[config.mk]
export PLATFORM = sky130hd
export DESIGN_NAME = divider
export DESIGN_NICKNAME = d
export VERILOG_FILES = /design/src/rtl/divider_pkg.sv /design/src/rtl/div_step.sv /design/src/rtl/divider.sv
export SDC_FILE = /design/constraint.sdc
export NUM_CORES = 1
export LEC_CHECK = 0
export ABC_AREA = 1
export BUFFER_PORTS_ARGS = -buffer_cell sky130_fd_sc_hd__clkbuf_2
export CAP_MARGIN = 20
export CORE_MARGIN = 4
export CORE_UTILIZATION = 49
export DETAILED_ROUTE_END_ITERATION = 10
export GPL_TIMING_DRIVEN = 0
export PLACE_DENSITY = 0.69
export SLEW_MARGIN = 20
export SYNTH_ARGS = -nofsm -noshare
export SYNTH_HDL_FRONTEND = slang
export SYNTH_SLANG_ARGS = --single-unit
[constraint.sdc]
create_clock -name clock -period 3 [get_ports clock]
set_input_delay 0.6 -clock clock [delete_from_list [all_inputs] [get_ports clock]]
set_output_delay 0.6 -clock clock [all_outputs]
set_load 0.005 [all_outputs]
[src/rtl/divider_pkg.sv]
// Shared definitions for the 32-bit sequential divider.
//   DIV_WIDTH     - operand width
//   DIV_STEPS     - restoring iterations per operation
//   DIV_ZERO_QUOT - quotient returned for a zero divisor
//   div_state_t   - controller states
//   mag()         - magnitude of an operand, two's-complement when signed
package divider_pkg;
    localparam int DIV_WIDTH = 32;
    localparam int DIV_STEPS = 32;
    localparam logic [DIV_WIDTH-1:0] DIV_ZERO_QUOT = 32'hFFFF_FFFF;

    typedef enum logic [1:0] {
        IDLE,
        CALC,
        DONE
    } div_state_t;

    // 0x80000000 maps onto itself, which is the correct unsigned magnitude.
    function automatic logic [DIV_WIDTH-1:0] mag(input logic [DIV_WIDTH-1:0] v,
                                                 input logic is_signed);
        return (is_signed && v[DIV_WIDTH-1]) ? -v : v;
    endfunction
endpackage

[src/rtl/div_step.sv]
// One radix-2 restoring division iteration (combinational).
//   rem_in  - current partial remainder (always < divisor)
//   dvd_bit - next dividend bit, MSB first
//   divisor - divisor magnitude
//   rem_out - new partial remainder
//   q_bit   - quotient bit produced by this step
module div_step
    import divider_pkg::*;
(
    input  logic [DIV_WIDTH-1:0] rem_in,
    input  logic                 dvd_bit,
    input  logic [DIV_WIDTH-1:0] divisor,
    output logic [DIV_WIDTH-1:0] rem_out,
    output logic                 q_bit
);
    logic [DIV_WIDTH:0]   shifted;
    logic [DIV_WIDTH-1:0] diff;

    always_comb begin
        shifted = {rem_in, dvd_bit};
        q_bit   = (shifted >= {1'b0, divisor});
        // When the subtraction succeeds the result is below the divisor, so
        // the 32-bit wrapped difference is exact.
        diff    = shifted[DIV_WIDTH-1:0] - divisor;
        rem_out = q_bit ? diff : shifted[DIV_WIDTH-1:0];
    end
endmodule

[src/rtl/divider.sv]
// 32-bit sequential signed/unsigned divider, one restoring step per cycle.
//   clock, reset      - rising-edge clock, asynchronous active-low reset
//   in_valid/in_ready - request handshake on x, y, div_signed
//   flush             - synchronous cancel, highest priority
//   out_valid/out_ready - result handshake on quotient, remainder
// Result appears 32 edges after accept; quotient truncates toward zero,
// remainder carries the dividend's sign. Divide by zero returns all-ones
// quotient and the original dividend as remainder.
module divider
    import divider_pkg::*;
(
    input  logic                 clock,
    input  logic                 reset,
    input  logic                 in_valid,
    output logic                 in_ready,
    input  logic [DIV_WIDTH-1:0] x,
    input  logic [DIV_WIDTH-1:0] y,
    input  logic                 div_signed,
    input  logic                 flush,
    output logic                 out_valid,
    input  logic                 out_ready,
    output logic [DIV_WIDTH-1:0] quotient,
    output logic [DIV_WIDTH-1:0] remainder
);
    div_state_t           state, state_nxt;
    logic [5:0]           cnt;
    logic [DIV_WIDTH-1:0] dvd;      // dividend magnitude, becomes quotient
    logic [DIV_WIDTH-1:0] rem;      // partial remainder
    logic [DIV_WIDTH-1:0] dsr;      // divisor magnitude
    logic                 qsign, rsign, sgn, yzero;
    logic [DIV_WIDTH-1:0] step_rem;
    logic                 step_q;
    logic                 accept;

    assign accept = (state == IDLE) && in_valid && !flush;

    always_ff @(posedge clock or negedge reset) begin
        if (!reset) state <= IDLE;
        else        state <= state_nxt;
    end

    always_comb begin
        state_nxt = state;
        if (flush) begin
            state_nxt = IDLE;
        end else begin
            case (state)
                IDLE:    if (in_valid) state_nxt = CALC;
                CALC:    if (cnt == 6'(DIV_STEPS - 1)) state_nxt = DONE;
                DONE:    if (out_ready) state_nxt = IDLE;
                default: state_nxt = IDLE;
            endcase
        end
    end

    div_step u_step (
        .rem_in  (rem),
        .dvd_bit (dvd[DIV_WIDTH-1]),
        .divisor (dsr),
        .rem_out (step_rem),
        .q_bit   (step_q)
    );

    always_ff @(posedge clock or negedge reset) begin
        if (!reset) begin
            cnt   <= '0;
            dvd   <= '0;
            rem   <= '0;
            dsr   <= '0;
            qsign <= 1'b0;
            rsign <= 1'b0;
            sgn   <= 1'b0;
            yzero <= 1'b0;
        end else if (accept) begin
            cnt   <= '0;
            dvd   <= mag(x, div_signed);
            rem   <= '0;
            dsr   <= mag(y, div_signed);
            qsign <= x[DIV_WIDTH-1] ^ y[DIV_WIDTH-1];
            rsign <= x[DIV_WIDTH-1];
            sgn   <= div_signed;
            yzero <= (y == '0);
        end else if (state == CALC && !flush) begin
            cnt   <= cnt + 6'd1;
            rem   <= step_rem;
            dvd   <= {dvd[DIV_WIDTH-2:0], step_q};
        end
    end

    // With a zero divisor every step succeeds, leaving rem = |x|; the sign
    // fix-up then reproduces x exactly, so only the quotient needs overriding.
    always_comb begin
        quotient  = '0;
        remainder = '0;
        if (state == DONE) begin
            if (yzero)             quotient = DIV_ZERO_QUOT;
            else if (sgn && qsign) quotient = -dvd;
            else                   quotient = dvd;
            remainder = (sgn && rsign) ? -rem : rem;
        end
    end

    assign in_ready  = (state == IDLE);
    assign out_valid = (state == DONE);
endmodule

==> out/metrics.yaml, run 1 <==
synth:
  ys_async_sr_fraction: 1.00
  synth_enable_flop_cells: 0
  yosysMostFrequentCell: "nand2_1"
  ys_warn_count: 0
  synth-seq-area-share: 0.242
  synth.top_cells.by_area: "dfrtp_1 24%, nand2_1 21%, inv_1 9.0%"
  synth.largest_area_cell: "dfrtp_1"
  synth_seq_cells: 108
  synth_fp_nets: 2006
  syn_avg_cell_area_um2: 5.87
  netlist.area_leader.share: 0.242
  synth_commonest_cells: "622 x nand2_1, 266 x inv_1, 183 x nor2_1, 176 x nand3_1, 142 x o21ai_0"
  synth_area_um2: 11200
  postSynthCellCount: 1898
  yosys.cell_types.count: 45
  synthFlopType: "dfrtp_1"
die:
  rows: 54
  initial_core_util: 0.505
  die_w_um: 159
  dieArea_um2: 25200
  ios: 136
  chipHeight_um: 159
  coreArea_um2: 22100
clock_network:
  clockRootBuffer: "clkbuf_16"
  htreeDepth: 3
  cts_buffers: 9
  numClockSinks: 108
  clk_latency_ns: 0.37
  cts.path.max_buffers: 2
  cts_tree: "built"
  clk_pin_slew_ns: 0.08
  cts_hold_buf: 0
global_routing:
  track_usage: 0.323
  first_global_vias: 12000
  antenna_found_initial: 0
  grt_overflow: 0
  grt_max_degree: 64
  grt_pass1_wl_um: 65600
worst_setup_path:
  critPathTopFamily: "simple AND/OR/NAND/NOR gates"
  cp-start-kind: "flop"
  crit_path_cell_trace: "nor3_4 -> nand2_2 -> nor3_4 -> buf_12 -> nand3b_1 -> o21ai_2 -> nand2_1 -> nand2_1 -> nand2_1 -> nor2_1 -> clkbuf_2"
  path_class: "flop to primary output"
  crit_path_top_delay_cell: "dfrtp_2"
  required_ns: 2.40
  cp_common_cell: "nand2_1"
  crit_arrival_ns: 2.33
  cp-end-kind: "primary output"
  critPathBufInv: 2
  crit_fanout: 6
  max_stage_delay_ns: 0.46
sta:
  fin_crit_sh: 0.976
  timing.slew.headroom: 0.494
  setup_viol: 0
  tightest_slew_ns: 0.759
  hold_violations: 0
  grt_setup_unrepaired: "true"
  period_needed_ns: 2.93
  finalClockSkew_ns: 0.0101
  hold-worst-slack_ns: 0.155
  drv_slew: 0
  max_freq_mhz: 342
routing:
  drc: 0
  finalWirelength_um: 42000
  drtPass1Iterations: 5
  vias: 13100
  first_iter_violations: 1352
  viasPerCell: 5.58
  antenna_left: 0
  wl_per_cell_um: 17.9
final_layout:
  fin_util: 0.579
  final_layout_size_suffix_gt1_frac: 0.136
  layout.filler_cells: 2301
  fin_nets: 2168
  n_antenna_cell: 0
  syn_to_final_growth_pct: 14.8
place:
  port_buffers: 134
  dp_hpwl_um: 34200
  place_congestion: 0.970
pwr:
  power.leakage_uw: 0.00705
  vdd_ir_drop_max_mv: 0.389
  p_per_area_nw_per_um2: 684
flow_run:
  maxCapViolCount: 0
hold_path:
  holdCritPathClass: "primary input to async pin"
run_status:
  status: "completed"
-- layout make-up --
class                      count  area, um2  share of cell area
inverter                     273       1030              0.0804
timing repair buffer         151        840              0.0656
clock inverter                 6       63.8             0.00499
sequential                   108       2710               0.212
tap                          280        350              0.0274
clock buffer                  10        229              0.0179
multi-input combinational   1457       7290               0.569
buffer                        60        292              0.0228
-- layout by cell type, fill, tap and decap left out, types with 9 or more instances in the layout --
cell type,synthesis,layout
nand4_1,16,16
nor3_1,31,29
clkbuf_1,34,28
nand2_2,12,19
xor2_1,35,35
nor2_1,183,175
clkbuf_2,0,139
nand3_1,176,172
inv_1,266,262
ha_1,37,35
nand2_1,622,614
nor2_2,6,11
a21oi_1,73,73
a31oi_1,12,12
buf_4,3,18
buf_2,13,14
o21ai_0,142,139
clkbuf_16,0,9
xnor2_1,20,20
nand3b_1,17,17
nand3_2,15,17
dfrtp_1,108,103
-- cell families after synthesis --
logic type,count (synthesis),synth area share
and+or+nand+nor,1095,0.422
buffers and inverters,333,0.117
AOI/OAI and AO/OA,269,0.131
DFF,108,0.242
xor gates and xnor gates,55,0.0432
adders and majority gates,38,0.0433
-- metal layers --
metal,vias up,part of all wire,GRT usage
li1,6389,-,-
met2,565,0.42,0.483
met4,0,0.023,0.0844
met1,6075,0.47,0.483
met3,65,0.086,0.0562
met5,-,0,0
-- flip-flops by register name (all words and copies together), names as in the netlist --
register,cells
qsign,1
yzero,1
dsr,32
sgn,1
rsign,1
rem,32
state,2
cnt,6
dvd,32
-- worst paths after layout --
check / start / to / slack, ns / depth (start not counted)
worst max register to register: rem[1] / rem[21] / 0.56 / 14
max in group asynchronous: reset / dvd[15] / 2.18 / 2
worst max-delay path: rem[0] / remainder[29] / 0.07 / 11
min in group clock: dsr[30] / dsr[30] / 0.49 / 2
worst min-delay path: reset / rem[14] / 0.16 / 1
worst min register to register: dsr[30] / dsr[30] / 0.49 / 2
-- through the flow --
step                instances  worst slack, ns  total power [uW]  cell area (um2)  TNS, ns
finish                   2345           0.0735              8750            12800        0
global route             2345          -0.0613              9400            12800   -0.251
CTS                      2338         0.000355              8380            12600        0
detailed placement       2313          -0.0209              6880            12200  -0.0209
global placement         2312           -0.314              6800            12200   -32.37
floorplan                1898            0.716              5430            11200        0
-- where the power goes --
group	internal, uW	switching [uW]
registers	1850	393
clock network	592	660
logic	1790	3480
-- what timing repair did --
action                                  CTS  global route
buffers inserted                          9             7
endpoints found under the setup margin   35            36
resized for setup                        18            43
hold endpoints to repair                  0             0
pin swaps                                 4            12
Power figures use the tool's default switching activity.
==> run 2: changes to the inputs <==
--- a/config.mk
+++ b/config.mk
@@ -13,6 +13,7 @@
 export DETAILED_ROUTE_END_ITERATION = 10
 export GPL_TIMING_DRIVEN = 0
 export PLACE_DENSITY = 0.69
+export REMOVE_ABC_BUFFERS = 1
 export SLEW_MARGIN = 20
 export SYNTH_ARGS = -nofsm -noshare
 export SYNTH_HDL_FRONTEND = slang
==> run 2 against run 1 <==
Final cell count shrank 2.4%. Clock skew grew 0.0046 ns. Sequential power is essentially flat. Setup slack lost 0.015 ns. Critical endpoint is now remainder[17]. Flip-flop and latch count is the same.
==> out/metrics.yaml, run 2 (synthesis gave the netlist of run 1 again) <==
die:
  chipHeight_um: 159  # unchanged
  initial_core_util: 0.505  # unchanged
  ios: 136  # unchanged
  dieArea_um2: 25200  # unchanged
  die_w_um: 159  # unchanged
  rows: 54  # unchanged
  coreArea_um2: 22100  # unchanged
worst_setup_path:
  r2r_end: "dvd[11]"  # was rem[21]
  required_ns: 2.40  # about the same
  regToRegStartpoint: "state[0]"  # was rem[1]
  reg2reg_slack_ns: 0.16  # was 0.56 ns
  path_class: "flop to primary output"  # unchanged
  r2r_cells: 8  # was 14
  crit_arrival_ns: 2.34  # was 2.33 ns
  cp-start-kind: "flop"  # unchanged
  cp-end-kind: "primary output"  # unchanged
  crit_fanout: 27  # was 6
  cp-startpoint: "state[0]"  # was rem[0]
run_status:
  status: "completed"  # unchanged
place:
  place_congestion: 1.00  # was 0.970
  dp_hpwl_um: 28500  # was 34200 um
  port_buffers: 135  # was 134
  dp_cells: 2256  # was 2313
sta:
  max_freq_mhz: 340  # was 342 MHz
  tightest_slew_ns: 0.891  # was 0.759 ns
  drv_slew: 0  # unchanged
  finalClockSkew_ns: 0.0148  # was 0.0101 ns
  timing.slew.headroom: 0.405  # was 0.494
  fin_crit_sh: 0.980  # was 0.976
  hold-worst-slack_ns: 0.105  # was 0.155 ns
  period_needed_ns: 2.94  # was 2.93 ns
  grt_setup_unrepaired: "true"  # unchanged
  setup_viol: 0  # unchanged
  hold_violations: 0  # unchanged
clock_network:
  clk_pin_slew_ns: 0.10  # was 0.08 ns
  cts.path.max_buffers: 2  # unchanged
  htreeDepth: 3  # unchanged
  cts_tree: "built"  # unchanged
  clk_latency_ns: 0.38  # was 0.37 ns
  cts_buffers: 9  # unchanged
  numClockSinks: 108  # unchanged
  clockRootBuffer: "clkbuf_16"  # unchanged
pwr:
  total_power_uw: 8670  # was 8750 uW
  power.leakage_uw: 0.00693  # was 0.00705 uW
  comb_power_share: 0.591  # was 0.601
  p_clk_frac: 0.153  # was 0.143
  p_int_uw: 4190  # was 4220 uW
  p_sw_frac: 0.516  # was 0.518
  pwr-share-seq: 0.256  # about the same
  vdd_ir_drop_max_mv: 0.303  # was 0.389 mV
  p_per_area_nw_per_um2: 679  # was 684 nW/um2
  switchingPower_uw: 4480  # was 4530 uW
final_layout:
  fin_nets: 2111  # was 2168
  fin_util: 0.578  # was 0.579
  final_common_cell: "nand2_1"  # unchanged
  layout.filler_cells: 2300  # was 2301
  final_layout_size_suffix_gt1_frac: 0.132  # was 0.136
  layout_common_cells: "611 x nand2_1, 255 x inv_1, 176 x nor2_1"  # was 614 x nand2_1, 262 x inv_1, 175 x nor2_1
  syn_to_final_growth_pct: 14.4  # was 14.8%
  final_cells: 2288  # was 2345
  reg_top3: "dsr (32), dvd (32), rem (32)"  # unchanged
  n_antenna_cell: 0  # unchanged
global_routing:
  grt_util_met3: 0.0329  # was 0.0562
  busiest_layer: "met2"  # unchanged
  grt_pass1_wl_um: 61500  # was 65600 um
  grt_max_degree: 78  # was 64
  track_usage: 0.296  # was 0.323
  antenna_found_initial: 0  # unchanged
  grt.met2_usage: 0.471  # was 0.483
  use_met1: 0.434  # was 0.483
  first_global_vias: 11600  # was 12000
  grt_overflow: 0  # unchanged
routing:
  wl_per_cell_um: 16.8  # was 17.9 um
  antenna_left: 0  # unchanged
  drc: 0  # unchanged
  first_iter_violations: 1253  # was 1352
  viasPerCell: 5.49  # was 5.58
  drtPass1Iterations: 7  # was 5
  finalWirelength_um: 38300  # was 42000 um
  vias: 12600  # was 13100
hold_path:
  holdCritPathClass: "primary input to async pin"  # unchanged
flow_run:
  maxCapViolCount: 0  # unchanged
-- run 2: changes by cell type in the layout (fill, tap and decap cells not counted), sizes merged --
cell      delta
nand3        +1
clkinvlp     +4
nor2         +2
inv          -5
clkbuf      -38
clkinv       +3
buf         -24
-- run 2: worst max-delay path by stage --
stage	endpoint	slack, ns	cells after the start
floorplan	dvd[11]	-1.61	6
global route	remainder[30]	-0.03	14
detailed placement	dvd[11]	-1.14	9
CTS	remainder[22]	-0.0001	11
global placement	dvd[11]	-4.95	7
finish	remainder[17]	0.06	7
-- run 2: layer usage --
| metal | up-vias | share of wire |
|---|---|---|
| met1 | 5757 | 0.47 |
| met4 | 0 | 0.019 |
| met3 | 53 | 0.071 |
| met5 | - | 0 |
| li1 | 6267 | - |
| met2 | 483 | 0.44 |
-- run 2: stage by stage --
step / TNS, ns / setup slack (ns) / instance area (um2)
after floorplan: -88.68 / -1.61 / 10900
after global placement: -395.12 / -4.95 / 11900
after detailed placement: -51.27 / -1.14 / 12000
after CTS: -0.000129 / -0.000129 / 12500
after global routing: -0.0717 / -0.0314 / 12800
final: 0 / 0.0586 / 12800
-- run 2: cell type report --
cell class | count | area, um2 | share of cell area
Clock buffer | 9 | 225 | 0.0176
Timing Repair inverter | 1 | 7.51 | 0.000588
Sequential cell | 108 | 2700 | 0.212
Multi-Input combinational cell | 1460 | 7410 | 0.581
Timing Repair Buffer | 150 | 890 | 0.0697
Clock inverter | 7 | 93.8 | 0.00735
Inverter | 273 | 1080 | 0.0845
Tap cell | 280 | 350 | 0.0275
-- run 2: power by group through the flow --
stage,sequential (uW),clock [uW],combinational (uW)
2_1_floorplan,2110,0,3240
3_3_place_gp,2200,0,4390
3_5_place_dp,2210,0,4470
4_1_cts,2190,1330,4810
5_1_grt,2260,1390,5700
6_report,2220,1320,5130
-- run 2: what timing repair did --
item / in CTS / in global routing
hold buffers: 0 / 0
endpoints found under the setup margin: 125 / 71
gates cloned: 4 / 0
setup buffers: 8 / 4
pin swaps: 7 / 10
gates resized for setup: 36 / 51
-- run 2: critical path, cell delays in order, from the launching register on --
cell,delay [ns]
dfrtp_1,0.46
clkinvlp_4,0.26
nand2_8,0.20
inv_8,0.21
buf_16,0.18
o21ai_0,0.09
a21oi_1,0.32
clkbuf_2,0.20
==> run 3: changes to the inputs <==
--- a/config.mk
+++ b/config.mk
@@ -8,7 +8,7 @@
 export ABC_AREA = 1
 export BUFFER_PORTS_ARGS = -buffer_cell sky130_fd_sc_hd__clkbuf_2
 export CAP_MARGIN = 20
-export CORE_MARGIN = 4
+export CORE_MARGIN = 2
 export CORE_UTILIZATION = 49
 export DETAILED_ROUTE_END_ITERATION = 10
 export GPL_TIMING_DRIVEN = 0
==> run 3 against run 2 <==
The run now ends with negative setup slack left. Final cell count up 0.17%. Sequential share of layout area rose by 0.12 points. Combinational power is 4% lower. Worst hold slack improved by 0.018 ns. Design area fell by 0.53%. Global-route usage grew 1.3 points. Sequential power about the same. Critical path depth decreased by 4. Routed wire length down 4.4%.
==> out/metrics.yaml, run 3 (synthesis gave the netlist of run 1 again) <==
sta:
  setup_viol: 1  # was 0
  finalClockSkew_ns: 0.0118  # was 0.0148 ns
  tightest_slew_ns: 0.917  # was 0.891 ns
  hold_violations: 0  # unchanged
  grt_setup_unrepaired: "true"  # unchanged
  period_needed_ns: 3.01  # was 2.94 ns
  max_freq_mhz: 332  # was 340 MHz
  setup_slack_ns: -0.00856  # was 0.0586 ns
  timing.slew.headroom: 0.388  # was 0.405
  drv_slew: 0  # unchanged
  fin_crit_sh: 1.00  # was 0.980
pwr:
  p_sw_frac: 0.505  # was 0.516
  power.leakage_uw: 0.00692  # was 0.00693 uW
  p_clk_frac: 0.155  # was 0.153
  p_per_area_nw_per_um2: 667  # was 679 nW/um2
  p_int_uw: 4190  # about the same
  total_power_uw: 8460  # was 8670 uW
  pwr-share-seq: 0.260  # was 0.256
  comb_power_share: 0.585  # was 0.591
  vdd_ir_drop_max_mv: 0.346  # was 0.303 mV
  switchingPower_uw: 4270  # was 4480 uW
clock_network:
  clk_latency_ns: 0.37  # was 0.38 ns
  cts.path.max_buffers: 2  # unchanged
  htreeDepth: 3  # unchanged
  clockRootBuffer: "clkbuf_16"  # unchanged
  cts_buffers: 9  # unchanged
  cts_tree: "built"  # unchanged
  clk_pin_slew_ns: 0.08  # was 0.10 ns
  numClockSinks: 108  # unchanged
die:
  die_w_um: 155  # was 159 um
  dieArea_um2: 24000  # was 25200 um2
  initial_core_util: 0.496  # was 0.505
  rows: 55  # was 54
  chipHeight_um: 155  # was 159 um
  coreArea_um2: 22500  # was 22100 um2
  ios: 136  # unchanged
worst_setup_path:
  path_class: "flop to primary output"  # unchanged
  crit_fanout: 22  # was 27
  crit_arrival_ns: 2.41  # was 2.34 ns
  cp-start-kind: "flop"  # unchanged
  cp-end-kind: "primary output"  # unchanged
  critPathBufInv: 2  # was 4
  required_ns: 2.40  # about the same
  crit_path_cell_trace: "clkinvlp_4 -> a31oi_1 -> clkbuf_2"  # was clkinvlp_4 -> nand2_8 -> inv_8 -> buf_16 -> o21ai_0 -> a21oi_1 -> clkbuf_2
  max_stage_delay_ns: 0.73  # was 0.46 ns
  reg2reg_slack_ns: 0.18  # was 0.16 ns
  critPathTopFamily: "buffers and inverters"  # unchanged
  crit_path_top_delay_cell: "dfrtp_1"  # unchanged
place:
  placement.cell_area_um2: 12000  # about the same
  dp_cells: 2262  # was 2256
  dp_hpwl_um: 27900  # was 28500 um
  place_congestion: 0.962  # was 1.00
  port_buffers: 135  # unchanged
final_layout:
  reg_top3: "dsr (32), dvd (32), rem (32)"  # unchanged
  layout_common_cells: "610 x nand2_1, 256 x inv_1, 177 x nor2_1"  # was 611 x nand2_1, 255 x inv_1, 176 x nor2_1
  final_layout_size_suffix_gt1_frac: 0.132  # about the same
  fin_nets: 2110  # was 2111
  final_common_cell: "nand2_1"  # unchanged
  fin_util: 0.564  # was 0.578
  postLayoutCellArea_um2: 12700  # was 12800 um2
  n_antenna_cell: 0  # unchanged
  syn_to_final_growth_pct: 13.8  # was 14.4%
  final_cells: 2292  # was 2288
  layout.filler_cells: 2361  # was 2300
run_status:
  violations: "negative setup slack"
  status: "finished, violations left"  # was completed
routing:
  drc: 0  # unchanged
  antenna_left: 0  # unchanged
  first_iter_violations: 988  # was 1253
  drtPass1Iterations: 5  # was 7
  vias: 12500  # was 12600
  wl_per_cell_um: 16.0  # was 16.8 um
  finalWirelength_um: 36600  # was 38300 um
  viasPerCell: 5.47  # was 5.49
global_routing:
  track_usage: 0.309  # was 0.296
  first_global_vias: 11500  # was 11600
  grt_max_degree: 78  # unchanged
  grt_overflow: 0  # unchanged
  antenna_found_initial: 0  # unchanged
  grt_pass1_wl_um: 59100  # was 61500 um
flow_run:
  maxCapViolCount: 0  # unchanged
hold_path:
  holdCritPathClass: "primary input to async pin"  # unchanged
-- run 3: cell count changes in the layout (fill, tap and decap cells not counted), sizes merged --
| cell | previous run | this run |
|---|---|---|
| nor2 | 196 | 195 |
| bufinv | 0 | 1 |
| nand3 | 192 | 191 |
| buf | 20 | 16 |
| clkbuf | 139 | 143 |
-- run 3: cell type report --
cell class	instances	area (um2)	share of cell area
Multi-Input combinational cell	1458	7360	0.580
Timing Repair Buffer	150	890	0.0701
Clock buffer	9	225	0.0177
Clock inverter	7	86.3	0.00680
Timing Repair inverter	2	15.0	0.00118
Inverter	273	1060	0.0832
Sequential cell	108	2710	0.213
Tap cell	285	357	0.0281
-- run 3: stage by stage --
step	hold WS (ns)	setup WS, ns	setup TNS [ns]
finish	0.123	-0.00856	-0.00856
global route	0.148	-0.0621	-0.227
CTS	0.132	-0.0213	-0.0286
detailed placement	0.473	-1.02	-47.66
global placement	0.464	-4.81	-392.91
floorplan	0.304	-1.61	-88.68
-- run 3: routing by layer --
| metal | routed length, um | GRT usage |
|---|---|---|
| met2 | 15900 | 0.481 |
| met1 | 17200 | 0.451 |
| met5 | 0 | 0 |
| met4 | 779 | 0.0833 |
| met3 | 2780 | 0.0421 |
-- run 3: what timing repair did --
| action | 4_1_cts | 5_1_grt |
|---|---|---|
| hold buffers | 0 | 0 |
| gates resized for setup | 29 | 41 |
| hold endpoints to repair | 0 | 0 |
| setup buffers | 6 | 5 |
| pin swaps | 6 | 10 |
| setup endpoints to repair | 110 | 61 |
| cloned | 3 | 0 |
-- run 3: power by group through the flow --
stage	Sequential [uW]	Clock, uW	Combinational, uW
after global routing	2250	1370	5560
final	2200	1310	4950
after detailed placement	2200	0	4470
after global placement	2190	0	4360
after CTS	2180	1320	4730
after floorplan	2110	0	3240
-- run 3: worst paths after layout --
| check | from | endpoint | cells past startpoint |
|---|---|---|---|
| max | yzero | quotient[31] | 3 |
| min | reset | dsr[9] | 1 |
| max reg2reg | state[1] | dvd[16] | 7 |
| min reg2reg | dsr[30] | dsr[30] | 2 |
| max in group asynchronous | reset | rem[30] | 2 |
| min in group clock | dsr[30] | dsr[30] | 2 |
-- run 3: worst reg2reg max path, cell delays in order, from the launching register on --
cell and delay, ns:
dfrtp_1 0.41, nor2_1 0.29, nand3_4 0.65, inv_8 0.62
nor2_4 0.18, clkinvlp_4 0.32, o22ai_1 0.13, a21oi_1 0.13
